==> config.mk <==
export PLATFORM = sky130hd
export DESIGN_NAME = risc_dbg_loader
export DESIGN_NICKNAME = d
export VERILOG_FILES = /design/src/rtl/risc_dbg_pkg.sv /design/src/rtl/risc_dbg_rsp_reg.sv /design/src/rtl/risc_dbg_loader.sv
export SDC_FILE = /design/constraint.sdc
export NUM_CORES = 1
export LEC_CHECK = 0
export BUFFER_PORTS_ARGS = -buffer_cell sky130_fd_sc_hd__buf_2
export CAP_MARGIN = 20
export CORE_MARGIN = 4
export CORE_UTILIZATION = 50
export DETAILED_ROUTE_END_ITERATION = 7
export PLACE_DENSITY = 0.77
export SYNTH_ARGS = -nofsm -noshare
export SYNTH_HDL_FRONTEND = slang
export SYNTH_SLANG_ARGS = --single-unit
export TNS_END_PERCENT = 100
==> constraint.sdc <==
create_clock -name clk_in -period 7.3 [get_ports clk_in]
set_clock_uncertainty 0.2 [all_clocks]
set_input_delay 0 -clock clk_in [delete_from_list [all_inputs] [get_ports clk_in]]
set_output_delay 0 -clock clk_in [all_outputs]
set_load 0.05 [all_outputs]
==> src/rtl/risc_dbg_pkg.sv <==
// Shared definitions for the MIPS debug/program-loader engine.
//   - Host command opcodes carried on cmd_op.
//   - Engine FSM state encoding.
//   - HLT instruction opcode, used when building test programs.
package risc_dbg_pkg;

    localparam logic [1:0] OP_WRMEM = 2'b00;
    localparam logic [1:0] OP_RDREG = 2'b01;
    localparam logic [1:0] OP_RUN   = 2'b10;
    localparam logic [1:0] OP_DUMP  = 2'b11;

    // Primary opcode field [31:26] of the core's halt instruction.
    localparam logic [5:0] OP_HLT   = 6'h3f;

    typedef enum logic [2:0] {
        ST_IDLE,
        ST_WRMEM,
        ST_RDREG,
        ST_RUN,
        ST_WAIT_HALT,
        ST_DUMP,
        ST_RESP
    } dbg_state_e;

endpackage

==> src/rtl/risc_dbg_rsp_reg.sv <==
// Single-entry response holding register for the debug loader.
// Once loaded, the beat stays valid with stable data/last/err until the
// host takes it (o_valid & i_ready). The engine only loads while empty.
// Ports:
//   clk_in, reset   clock, synchronous active-high reset
//   i_load          capture i_data/i_last/i_err and raise o_valid
//   i_data/i_last/i_err  beat contents
//   i_ready         host accepts the current beat
//   o_valid/o_data/o_last/o_err  held beat
//   o_accept        beat handshake this cycle
module risc_dbg_rsp_reg (
    input  logic        clk_in,
    input  logic        reset,
    input  logic        i_load,
    input  logic [31:0] i_data,
    input  logic        i_last,
    input  logic        i_err,
    input  logic        i_ready,
    output logic        o_valid,
    output logic [31:0] o_data,
    output logic        o_last,
    output logic        o_err,
    output logic        o_accept
);

    logic        r_valid;
    logic [31:0] r_data;
    logic        r_last;
    logic        r_err;

    always_ff @(posedge clk_in) begin
        if (reset) begin
            r_valid <= 1'b0;
            r_data  <= '0;
            r_last  <= 1'b0;
            r_err   <= 1'b0;
        end else if (i_load) begin
            r_valid <= 1'b1;
            r_data  <= i_data;
            r_last  <= i_last;
            r_err   <= i_err;
        end else if (r_valid && i_ready) begin
            // Data is left in place; only the flags drop with the beat.
            r_valid <= 1'b0;
            r_last  <= 1'b0;
            r_err   <= 1'b0;
        end
    end

    assign o_valid  = r_valid;
    assign o_data   = r_data;
    assign o_last   = r_last;
    assign o_err    = r_err;
    assign o_accept = r_valid & i_ready;

endmodule

==> src/rtl/risc_dbg_loader.sv <==
// Debug/program-loader engine for the 5-stage MIPS core.
// Accepts one host command at a time and answers on the response channel:
//   WRITE_MEM  one instruction-memory write (core forced back into hold)
//   READ_REG   one register-file read
//   RUN        release the core and report cycles until HALTED
//   DUMP       stream REG[lo..hi], one beat per response handshake
// Optional build macro DBG_TIMEOUT_EN: RUN gives up after TIMEOUT_CYC
// cycles, answering with rsp_err=1 and re-holding the core.
// Ports:
//   clk_in, reset                      clock, synchronous active-high reset
//   cmd_valid/cmd_ready/cmd_op/cmd_addr/cmd_data   host command channel
//   rsp_valid/rsp_ready/rsp_data/rsp_last/rsp_err  host response channel
//   mem_we/mem_addr/mem_wdata          instruction-memory write port
//   reg_raddr/reg_rdata                register-file read port (comb data)
//   cpu_hold/cpu_halted                core hold-reset and HALTED flag
module risc_dbg_loader
    import risc_dbg_pkg::*;
#(
    parameter int MEM_AW      = 10,
    parameter int TIMEOUT_CYC = 4096
) (
    input  logic              clk_in,
    input  logic              reset,
    input  logic              cmd_valid,
    output logic              cmd_ready,
    input  logic [1:0]        cmd_op,
    input  logic [MEM_AW-1:0] cmd_addr,
    input  logic [31:0]       cmd_data,
    output logic              rsp_valid,
    input  logic              rsp_ready,
    output logic [31:0]       rsp_data,
    output logic              rsp_last,
    output logic              rsp_err,
    output logic              mem_we,
    output logic [MEM_AW-1:0] mem_addr,
    output logic [31:0]       mem_wdata,
    output logic [4:0]        reg_raddr,
    input  logic [31:0]       reg_rdata,
    output logic              cpu_hold,
    input  logic              cpu_halted
);

    localparam logic [31:0] TO_LIM = 32'(TIMEOUT_CYC);

    function automatic logic [31:0] sat_inc(input logic [31:0] v);
        return (v == 32'hFFFF_FFFF) ? v : v + 32'd1;
    endfunction

    dbg_state_e        r_state;
    logic              r_cmd_ready;
    logic              r_mem_we;
    logic [MEM_AW-1:0] r_mem_addr;
    logic [31:0]       r_mem_wdata;
    logic [4:0]        r_reg_raddr;
    logic              r_cpu_hold;
    logic [4:0]        r_idx;
    logic [4:0]        r_hi;
    logic [31:0]       r_cnt;

    logic              w_ld;
    logic [31:0]       w_ld_data;
    logic              w_ld_last;
    logic              w_ld_err;
    logic [31:0]       w_cnt_next;
    logic              w_to_hit;
    logic              w_timeout;
    logic              w_rsp_last;
    logic              w_rsp_accept;

    assign w_cnt_next = sat_inc(r_cnt);
    assign w_to_hit   = (w_cnt_next == TO_LIM);

`ifdef DBG_TIMEOUT_EN
    assign w_timeout = w_to_hit;
`else
    // Watchdog compiled out: RUN waits for HALTED indefinitely.
    assign w_timeout = w_to_hit & 1'b0;
`endif

    // Response beat produced by the current state; the FSM moves to RESP
    // on exactly the cycles this loads the holding register.
    always_comb begin
        w_ld      = 1'b0;
        w_ld_data = '0;
        w_ld_last = 1'b0;
        w_ld_err  = 1'b0;
        case (r_state)
            ST_WRMEM: begin
                w_ld      = 1'b1;
                w_ld_last = 1'b1;
            end
            ST_RDREG: begin
                w_ld      = 1'b1;
                w_ld_data = reg_rdata;
                w_ld_last = 1'b1;
            end
            ST_WAIT_HALT: begin
                if (cpu_halted) begin
                    w_ld      = 1'b1;
                    w_ld_data = w_cnt_next;
                    w_ld_last = 1'b1;
                end else if (w_timeout) begin
                    w_ld      = 1'b1;
                    w_ld_data = TO_LIM;
                    w_ld_last = 1'b1;
                    w_ld_err  = 1'b1;
                end
            end
            ST_DUMP: begin
                w_ld      = 1'b1;
                w_ld_data = reg_rdata;
                // Covers both the normal end and lo > hi (single beat).
                w_ld_last = (r_idx >= r_hi);
            end
            default: ;
        endcase
    end

    always_ff @(posedge clk_in) begin
        if (reset) begin
            r_state     <= ST_IDLE;
            r_cmd_ready <= 1'b0;
            r_mem_we    <= 1'b0;
            r_mem_addr  <= '0;
            r_mem_wdata <= '0;
            r_reg_raddr <= '0;
            r_cpu_hold  <= 1'b1;
        end else begin
            case (r_state)
                ST_IDLE: begin
                    if (r_cmd_ready && cmd_valid) begin
                        r_cmd_ready <= 1'b0;
                        case (cmd_op)
                            OP_WRMEM: begin
                                r_mem_we    <= 1'b1;
                                r_mem_addr  <= cmd_addr;
                                r_mem_wdata <= cmd_data;
                                // Hold rises with the write so a running
                                // core never fetches a half-loaded program.
                                r_cpu_hold  <= 1'b1;
                                r_state     <= ST_WRMEM;
                            end
                            OP_RDREG: begin
                                r_reg_raddr <= cmd_addr[4:0];
                                r_state     <= ST_RDREG;
                            end
                            OP_RUN: begin
                                r_cpu_hold  <= 1'b0;
                                r_cnt       <= '0;
                                r_state     <= ST_RUN;
                            end
                            default: begin // OP_DUMP
                                r_reg_raddr <= cmd_addr[4:0];
                                r_idx       <= cmd_addr[4:0];
                                r_hi        <= cmd_data[4:0];
                                r_state     <= ST_DUMP;
                            end
                        endcase
                    end else begin
                        r_cmd_ready <= 1'b1;
                    end
                end
                ST_WRMEM: begin
                    r_mem_we <= 1'b0;
                    r_state  <= ST_RESP;
                end
                ST_RDREG: r_state <= ST_RESP;
                ST_RUN:   r_state <= ST_WAIT_HALT;
                ST_WAIT_HALT: begin
                    r_cnt <= w_cnt_next;
                    if (w_ld) begin
                        r_state <= ST_RESP;
                        if (w_ld_err) begin
                            r_cpu_hold <= 1'b1;
                        end
                    end
                end
                ST_DUMP: r_state <= ST_RESP;
                ST_RESP: begin
                    if (w_rsp_accept) begin
                        if (w_rsp_last) begin
                            r_state     <= ST_IDLE;
                            r_cmd_ready <= 1'b1;
                        end else begin
                            r_idx       <= r_idx + 5'd1;
                            r_reg_raddr <= r_idx + 5'd1;
                            r_state     <= ST_DUMP;
                        end
                    end
                end
                default: r_state <= ST_IDLE;
            endcase
        end
    end

    risc_dbg_rsp_reg u_rsp (
        .clk_in   (clk_in),
        .reset    (reset),
        .i_load   (w_ld),
        .i_data   (w_ld_data),
        .i_last   (w_ld_last),
        .i_err    (w_ld_err),
        .i_ready  (rsp_ready),
        .o_valid  (rsp_valid),
        .o_data   (rsp_data),
        .o_last   (w_rsp_last),
        .o_err    (rsp_err),
        .o_accept (w_rsp_accept)
    );

    assign rsp_last  = w_rsp_last;
    assign cmd_ready = r_cmd_ready;
    assign mem_we    = r_mem_we;
    assign mem_addr  = r_mem_addr;
    assign mem_wdata = r_mem_wdata;
    assign reg_raddr = r_reg_raddr;
    assign cpu_hold  = r_cpu_hold;

endmodule
==> results of run 1 <==
Yosys cell counts (11+ instances only):
master,count
nand2_1,118
dfxtp_1,87
nor2_1,58
a21oi_1,53
edfxtp_1,42
o22ai_1,38
clkbuf_1,33
a22oi_1,26
xnor2_1,20
nand3_1,12
ha_1,11
mux2i_1,11
o21ai_0,11
xor2_1,11
final cells by class:
class	instances	area (sq um)
Inverter	10	37.5
Clock buffer	21	503
Timing Repair Buffer	253	1720
Fill cell	772	3220
Tap cell	143	179
Multi-Input combinational cell	454	2640
Clock inverter	11	170
Sequential cell	129	3000
layer usage:
metal / up-vias / wire length [um] / global-route usage [%]
met5: - / 0 / 0
met4: 0 / 399 / 10.1
met3: 47 / 1380 / 8.03
met2: 310 / 8450 / 41.3
met1: 2735 / 7000 / 31.4
li1: 2746 / - / -
power breakdown:
group / switching (mW) / total (mW) / internal, mW
combinational: 0.590 / 0.865 / 0.276
clock: 0.316 / 0.948 / 0.632
sequential: 0.116 / 0.979 / 0.863
total: 1.02 / 2.79 / 1.77
placed cells by master, fill, tap and decap left out, types with 6 or more instances in the layout:
cell           Yosys  layout
a21oi_1           53      53
a22oi_1           26      26
buf_2              5     164
clkbuf_16          0      19
dfxtp_1           87      87
dlygate4sd3_1      0      83
edfxtp_1          42      42
ha_1              11      11
inv_1              9       9
mux2i_1           11      11
nand2_1          118     118
nand3_1           12      12
nand4_1            7       7
nor2_1            58      58
nor3_1            10      10
nor4_1             7       6
nor4b_1            6       6
o21ai_0           11      11
o22ai_1           38      38
xnor2_1           20      20
xor2_1            11      11
sequential cells by signal, summed over array words and instances (netlist names):
register and count:
u_rsp.o_data 32, u_rsp.o_valid 1, r_idx 5, reg_raddr 5
cpu_hold 1, r_hi 5, cmd_ready 1, mem_wdata 32
mem_addr 10, r_state 3, u_rsp.o_last 1, r_cnt 32
mem_we 1
worst max-delay path by stage:
| stage | endpoint | start | cells past startpoint | slack, ns |
|---|---|---|---|---|
| after global routing | u_rsp.o_data[20]$_SDFFE_PP0P_ | r_state[0]$_SDFFE_PP0P_ | 6 | 3.95 |
| after CTS | u_rsp.o_data[20]$_SDFFE_PP0P_ | r_state[0]$_SDFFE_PP0P_ | 6 | 4.27 |
| after global placement | r_idx[1]$_DFFE_PP_ | r_state[1]$_SDFFE_PP0P_ | 4 | 4.44 |
| final | u_rsp.o_data[12]$_SDFFE_PP0P_ | r_state[0]$_SDFFE_PP0P_ | 6 | 4.15 |
| after floorplan | r_cnt[0]$_SDFFCE_PN0P_ | r_state[2]$_SDFFE_PP0P_ | 4 | 2.60 |
| after detailed placement | u_rsp.o_data[20]$_SDFFE_PP0P_ | r_state[0]$_SDFFE_PP0P_ | 6 | 4.29 |
critical path: cells and delay by family, from the launching register on:
| family | cells | cell delay [ns] |
|---|---|---|
| buf+inv | 1 | 0.40 |
| flops | 1 | 0.62 |
| compound gates | 2 | 0.43 |
| simple gates | 3 | 1.40 |
cell families after synthesis:
logic type	count (synthesis)	synth area share, %
compound gates	149	15.9
xor+xnor	32	4.91
fa+ha+maj	11	2.35
buf+inv	54	3.88
flops	129	51.2
mux	11	1.88
other cells	1	0.0639
simple gates	250	19.8
metrics by stage:
stage	power, mW	utilization, %	instances
finish	2.79	71.9	1021
global route	2.91	71.9	1021
CTS	2.78	71.7	1020
detailed placement	1.78	58.6	905
global placement	1.75	58.6	905
floorplan	1.58	-	637
==> flow_summary.toml, run 1 <==
[clock_tree]
cts.sinks = 129
ctsHtreeMaxLevel = 4
cts_resized = 0
insertion_delay_ns = 0.41
cts_tree = "yes"
cts-root-buf = "clkbuf_16"
post_cts.repair.setup_buffers = 0
ctsHoldBuffers = 83
clk_pin_slew_worst_paths_ns = 0.06
numCtsBuffers = 17
clock_path_buffers = 2

[sta]
slew-limit-headroom_pct = 23.2
fin_crit_ns = 3.15
finalCritPeriodShare_pct = 43.1
rsz0062_at_grt = "no"
tns_ns = 0
max_freq_mhz = 318
hold_viol_final = 0
slew_violations = 0
setup_viol = 0
tightest_slew_ns = 1.15
hold-worst-slack_ns = 0.100
finalWorstSetupSlack_ns = 4.15

[layout]
final_cell_area_sq_um = 8250
drive_above_1_share_pct = 23.9
diodes = 0
num-nets-final = 957
syn2layout_area_growth_pct = 40.7

[setup_path]
reg2reg_depth = 6
crit_fanout = 26
cp.arrival_ns = 3.27
reg2reg_to = "u_rsp.o_data[12]$_SDFFE_PP0P_"
worstPathCellList = "clkinv_1, nor2_1, nand2_1, nand2_1, a22oi_1, o22ai_1"
end_kind = "flop"
path_class = "reg2reg"
slowest_delay_ns = 0.78
crit_slowest_cell = "nand2_1"
ff2ff_setup_slack_ns = 4.15
critPathLaunchType = "flop"
reg2reg_from = "r_state[0]$_SDFFE_PP0P_"
cp.required_ns = 7.42
crit_top_cell = "nand2_1"

[die]
die_y_um = 116
die_area_sq_um = 13500
pin_count = 166
fp-row-count = 39
fp.coreArea_sq_um = 11500
die_w_um = 116
initial_core_util_pct = 51.1

[place]
gp_congestion = 0.855
dpl_worst_slack_ns = 4.29
placed_cell_area_sq_um = 6720
dpl.hpwl_mm = 10.4
io_buffers = 164

[detailed_routing]
drt_iter0_drc = 689
vias = 5838
vias_per_cell = 5.72
first_pass_iters = 5
wl_per_cell_um = 16.9
drtAntennaViolNets = 0
drc = 0
routed_wl_mm = 17.2

[synthesis]
synth_flop_cell = "dfxtp_1"
syn_area_per_cell_sq_um = 9.21
syn_inst = 637
synthDistinctLibCells = 52
yosysSeqAreaShare_pct = 51.2
synth_area_leader_cell = "dfxtp_1"
synth_top_area_share_pct = 29.7
synth-seq-cells = 129
ys.warnings.count = 0
postSynth.asyncResetShare_pct = 0
synth.area.top_cells = "dfxtp_1 30%, edfxtp_1 22%, nand2_1 7.6%"
syn-num-nets = 729
synth_area_sq_um = 5860
synth_enable_flop_cells = 42

[global_route]
grt_pass1_vias = 5619
antenna_found_initial = 0
grt_start_max_net_pins = 92
overflow = 0
grt_pass1_wl_mm = 27.1
track_usage_pct = 25.4

[power]
ir_worst_vdd_v = 0.000242
leakage_nw = 3.32
power_per_cell_area_nw_per_um2 = 338

[job]
cap_violations = 0

[min_path]
hold_path_end = "reg_raddr[0]$_SDFFE_PP0P_"
hp-class = "in2reg"
hold_depth = 3
worstHoldStart = "reset"

[status]
status = "completed"
No activity file was read; power rests on OpenSTA's default activity.
==> run 2: changes to the inputs <==
- clock period: 7.3 -> 3.1 ns (I/O delays scaled with it)
==> run 2 against run 1 <==
Via count decreased by 1.7%. Combinational power rose by 150%. Design area grew 1.2%. Largest cell class unchanged. Non-clock buffer count rose by 12. Worst setup slack worse by 3.8 ns. Critical path depth increased by 1. Routed wire length fell by 2.1%. Sequential power up 130%. Sequential share of layout area shrank 0.43 points. Die area is the same. Critical path type unchanged. First-iteration DRC count shrank 28%. Clock power is 140% higher.
==> flow_summary.toml, run 2 (synthesis gave the netlist of run 1 again) <==
[power]
power_per_cell_area_nw_per_um2 = 795
leakage_nw = 3.35
p_total_mw = 6.63
ir_worst_vdd_v = 0.000583

[detailed_routing]
wl_met2_mm = 8.38
wl_met3_mm = 1.27
met1_length_mm = 6.77
drtAntennaViolNets = 0
drc = 0
top_layer_used = "met4"
vias_per_cell = 5.56
first_pass_iters = 5
drt_iter0_drc = 499
wl_per_cell_um = 16.3
routed_wl_mm = 16.9
vias = 5739

[die]
die_area_sq_um = 13500
pin_count = 166
fp.coreArea_sq_um = 11500
fp-row-count = 39
die_w_um = 116
initial_core_util_pct = 51.1
die_y_um = 116

[clock_tree]
clock_path_buffers = 2
ctsHtreeMaxLevel = 4
numCtsBuffers = 17
cts.sinks = 129
post_cts.repair.setup_buffers = 0
insertion_delay_ns = 0.42
clk_pin_slew_worst_paths_ns = 0.06
cts-root-buf = "clkbuf_16"
cts_tree = "yes"

[sta]
slew_violations = 0
slew-limit-headroom_pct = 47.4
hold-worst-slack_ns = 0.108
hold_viol_final = 0
finalCritPeriodShare_pct = 88.3
setup_viol = 0
tightest_slew_ns = 0.789
max_freq_mhz = 365
tns_ns = 0
fin_crit_ns = 2.74
rsz0062_at_grt = "no"

[setup_path]
worstPathCellList = "ha_1, nand4_2, or2_0, nor4_1, nor3b_1, xnor2_1, nor2_1"
end_kind = "flop"
cp.arrival_ns = 2.70
crit_fanout = 8
cp.required_ns = 3.06
slowest_delay_ns = 0.65
path_class = "reg2reg"
ff2ff_setup_slack_ns = 0.36
crit_slowest_cell = "nor4_1"
reg2reg_depth = 7
critPathLaunchType = "flop"

[layout]
num-nets-final = 969
syn2layout_area_growth_pct = 42.4
drive_above_1_share_pct = 24.5
final_common_cell = "buf_2"
diodes = 0
layout_common_cells = "164 x buf_2, 118 x nand2_1, 87 x dfxtp_1"

[place]
dpl.hpwl_mm = 10.5
io_buffers = 164
gp_congestion = 0.870

[global_route]
antenna_found_initial = 0
grt_pass1_vias = 5735
track_usage_pct = 25.2
grt_pass1_wl_mm = 27.0
overflow = 0
grt_start_max_net_pins = 77

[status]
status = "completed"

[min_path]
hp-class = "in2reg"
hold_depth = 2

[job]
cap_violations = 0
## run 2: cell types whose count changed in the layout (fill, tap and decap cells not counted), moves of 2 or more
cell | before | now
dlygate4sd3_1 | 83 | 86
clkbuf_16 | 19 | 17
clkinvlp_4 | 1 | 5
clkbuf_8 | 2 | 0
bufinv_16 | 4 | 6
buf_4 | 5 | 14
## run 2: final cells by class
type / instances / area, sq um
Inverter: 10 / 37.5
Sequential cell: 129 / 3000
Clock inverter: 15 / 240
Clock buffer: 17 / 425
Timing Repair Buffer: 265 / 1810
Fill cell: 770 / 3120
Tap cell: 143 / 179
Multi-Input combinational cell: 454 / 2650
## run 2: routing by layer
metal	vias up	global-route usage, %
met1	2670	30.5
met4	0	10.2
li1	2758	-
met5	-	0
met3	43	6.84
met2	268	42.5
## run 2: worst max-delay path, delay by kind of cell (launching register included)
family	cells	cell delay [ns]
xor+xnor	1	0.23
simple gates	5	1.36
fa+ha+maj	1	0.27
flops	1	0.41
## run 2: worst paths after layout
path,start,to
setup reg to reg,r_cnt[0]$_SDFFCE_PN0P_,r_cnt[3]$_SDFFCE_PN0P_
setup / recovery,r_cnt[0]$_SDFFCE_PN0P_,r_cnt[3]$_SDFFCE_PN0P_
hold reg to reg,mem_wdata[5]$_SDFFE_PP0P_,mem_wdata[5]$_SDFFE_PP0P_
hold / removal,cmd_data[1],r_hi[1]$_DFFE_PP_
## run 2: timing repair
| action | CTS | global route |
|---|---|---|
| hold buffers | 86 | 0 |
| endpoints found under the hold margin | 102 | 0 |
| gates resized for setup | 0 | 0 |
## run 2: stage by stage
step	instances	area [sq um]	worst slack, ns	utilization, %
CTS	1032	8320	0.382	72.6
global route	1033	8350	0.174	72.8
finish	1033	8350	0.362	72.8
floorplan	637	5880	0.451	-
global placement	914	6790	0.547	59.2
detailed placement	914	6790	0.422	59.2
## run 2: report_power, final
group	internal (mW)	switching, mW
clock	1.50	0.743
combinational	0.702	1.46
sequential	2.03	0.197
==> run 3: changes to the inputs <==
- PLACE_DENSITY: 0.77 -> 0.76
- SYNTH_HIERARCHICAL: default -> 1
==> run 3 against run 2 <==
The flow now finishes with violations (DRC). Synthesized cell count grew 16%. Die area is 10% higher. Highest routed layer unchanged. Largest power group is now combinational cells. Fmax down 8.3%. Core utilization decreased by 2.4 points. Sequential power is 2% higher. Power increased by 0.37%. Worst hold slack improved by 0.0097 ns. Non-clock buffer count up 7. Global-route usage up 2.0 points. Design area is 7.3% higher. Worst setup slack got worse by 0.25 ns.
==> flow_summary.toml, run 3 <==
[detailed_routing]
drt_iter0_drc = 538
wl_per_cell_um = 17.4
routed_wl_mm = 20.2
vias = 6473
first_pass_iters = 8
drtAntennaViolNets = 0
vias_per_cell = 5.56
drc = 1

[sta]
hold-worst-slack_ns = 0.118
max_freq_mhz = 335
rsz0062_at_grt = "no"
finalCritPeriodShare_pct = 96.4
slew_violations = 0
slew-limit-headroom_pct = 52.3
setup_viol = 0
tns_ns = 0
hold_viol_final = 0
tightest_slew_ns = 0.713
fin_crit_ns = 2.99

[min_path]
hp-class = "in2reg"
worstHoldStart = "cmd_data[2]"
hold_depth = 2
hold_path_end = "r_hi[2]$_DFFE_PP_"

[clock_tree]
insertion_delay_ns = 0.42
cts.sinks = 130
ctsHtreeMaxLevel = 4
cts_tree = "yes"
clk_pin_slew_worst_paths_ns = 0.06
clock_path_buffers = 2
post_cts.repair.setup_buffers = 0
numCtsBuffers = 17
cts-root-buf = "clkbuf_16"

[layout]
diodes = 0
drive_above_1_share_pct = 24.8
num-nets-final = 1071
final_common_cell = "buf_2"
syn2layout_area_growth_pct = 37.3
final_cell_area_sq_um = 8960
layout_common_cells = "165 x buf_2, 146 x nand2_1, 88 x dfxtp_1"
fin_util_pct = 70.4

[setup_path]
ff2ff_setup_slack_ns = 0.11
cp.arrival_ns = 3.14
reg2reg_from = "r_cnt[1]$_SDFFCE_PN0P_"
critPathLaunchType = "flop"
reg2reg_to = "u_rsp/o_data[4]$_SDFFE_PP0P_"
path_class = "reg2reg"
end_kind = "flop"
cp.required_ns = 3.25
crit_fanout = 7
reg2reg_depth = 9

[die]
fp-row-count = 41
die_y_um = 122
pin_count = 166
die_area_sq_um = 14900
initial_core_util_pct = 51.3
die_w_um = 122
fp.coreArea_sq_um = 12700

[synthesis]
synth_top_area_share_pct = 27.0
postSynth.asyncResetShare_pct = 0
synth-seq-cells = 130
ys.warnings.count = 6
syn_inst = 740
synth_enable_flop_cells = 42
synth_commonest_cells = "146 x nand2_1, 88 x dfxtp_1, 71 x nor2_1"
yosysSeqAreaShare_pct = 46.3
synth_flop_cell = "dfxtp_1"
synthDistinctLibCells = 59
yosysMostFrequentCell = "nand2_1"
synth_area_leader_cell = "dfxtp_1"
syn-num-nets = 832
synth_area_sq_um = 6530
syn_area_per_cell_sq_um = 8.82
synth.area.top_cells = "dfxtp_1 27%, edfxtp_1 19%, nand2_1 8.4%"

[place]
placed_cell_area_sq_um = 7520
gp_congestion = 0.920
io_buffers = 165
dpl.hpwl_mm = 12.3

[job]
cap_violations = 0

[power]
ir_worst_vdd_v = 0.000489
power_per_cell_area_nw_per_um2 = 743
leakage_nw = 3.64

[status]
status = "complete, but fails checks"
violations = "DRC"

[global_route]
grt_start_max_net_pins = 64
track_usage_pct = 27.1
grt_pass1_vias = 6635
grt_pass1_wl_mm = 32.3
antenna_found_initial = 0
overflow = 0
run 3: where the power goes:
| group | internal, mW | leakage [nW] | switching (mW) |
|---|---|---|---|
| registers | 2.05 | 1.10 | 0.234 |
| logic | 0.845 | 2.25 | 1.56 |
| clock network | 1.20 | 0.292 | 0.772 |
| total | 4.09 | 3.64 | 2.57 |
run 3: cell type report:
class | instances | area, sq um
Clock buffer | 24 | 526
Clock inverter | 8 | 58.8
Fill cell | 949 | 3760
Inverter | 15 | 56.3
Multi-Input combinational cell | 543 | 3230
Sequential cell | 130 | 3020
Tap cell | 172 | 215
Timing Repair Buffer | 272 | 1860
run 3: metrics by stage:
| stage | total power [mW] | cells | worst slack, ns |
|---|---|---|---|
| after CTS | 6.62 | 1163 | 0.116 |
| after floorplan | 4.07 | 740 | 0.412 |
| final | 6.66 | 1164 | 0.113 |
| after global placement | 4.52 | 1048 | 0.369 |
| after global routing | 6.96 | 1164 | 0.00793 |
| after detailed placement | 4.55 | 1048 | 0.284 |
run 3: worst max path at each step:
| stage | endpoint | slack (ns) | from | depth (start not counted) |
|---|---|---|---|---|
| after global routing | u_rsp/o_data[4]$_SDFFE_PP0P_ | 0.008 | r_cnt[1]$_SDFFCE_PN0P_ | 9 |
| after global placement | r_cnt[9]$_SDFFCE_PN0P_ | 0.37 | r_cnt[0]$_SDFFCE_PN0P_ | 7 |
| after CTS | u_rsp/o_data[4]$_SDFFE_PP0P_ | 0.12 | r_cnt[25]$_SDFFCE_PN0P_ | 8 |
| after floorplan | r_cnt[0]$_SDFFCE_PN0P_ | 0.41 | cmd_ready$_SDFFE_PP0P_ | 4 |
| final | u_rsp/o_data[4]$_SDFFE_PP0P_ | 0.11 | r_cnt[1]$_SDFFCE_PN0P_ | 9 |
| after detailed placement | u_rsp/o_data[10]$_SDFFE_PP0P_ | 0.28 | r_cnt[1]$_SDFFCE_PN0P_ | 8 |
run 3: per-layer routing:
layer,up-vias,share of wire (%),track usage [%]
li1,3093,-,-
met1,3014,39,33.2
met2,321,50,45.9
met3,45,8.2,7.83
met4,0,2.3,9.38
met5,-,0,0
run 3: timing repair:
item | in CTS | in global routing
hold buffers | 83 | 0
gates resized for setup | 0 | 3
setup endpoints to repair | 0 | 2
hold endpoints to repair | 102 | 0
run 3: worst max-delay path, stage by stage, from the launching register on:
cell and delay, ns:
edfxtp_1 0.36, ha_1 0.25, nand4_2 0.23, or4_1 0.65
nor3_4 0.26, a31oi_1 0.13, nand2_1 0.07, mux2i_1 0.06
nor2_1 0.13, dlygate4sd3_1 0.59
run 3: logic make-up after synthesis:
kind of cell / Yosys count / share of synthesized area (%)
AND/OR/NAND/NOR: 315 / 22.8
AO/OA/AOI/OAI: 153 / 14.5
flip-flops: 130 / 46.3
buffers and inverters: 67 / 5.02
multiplexers: 40 / 6.15
XOR/XNOR: 23 / 3.09
adder cells (fa/ha/maj): 11 / 2.11
other: 1 / 0.0575
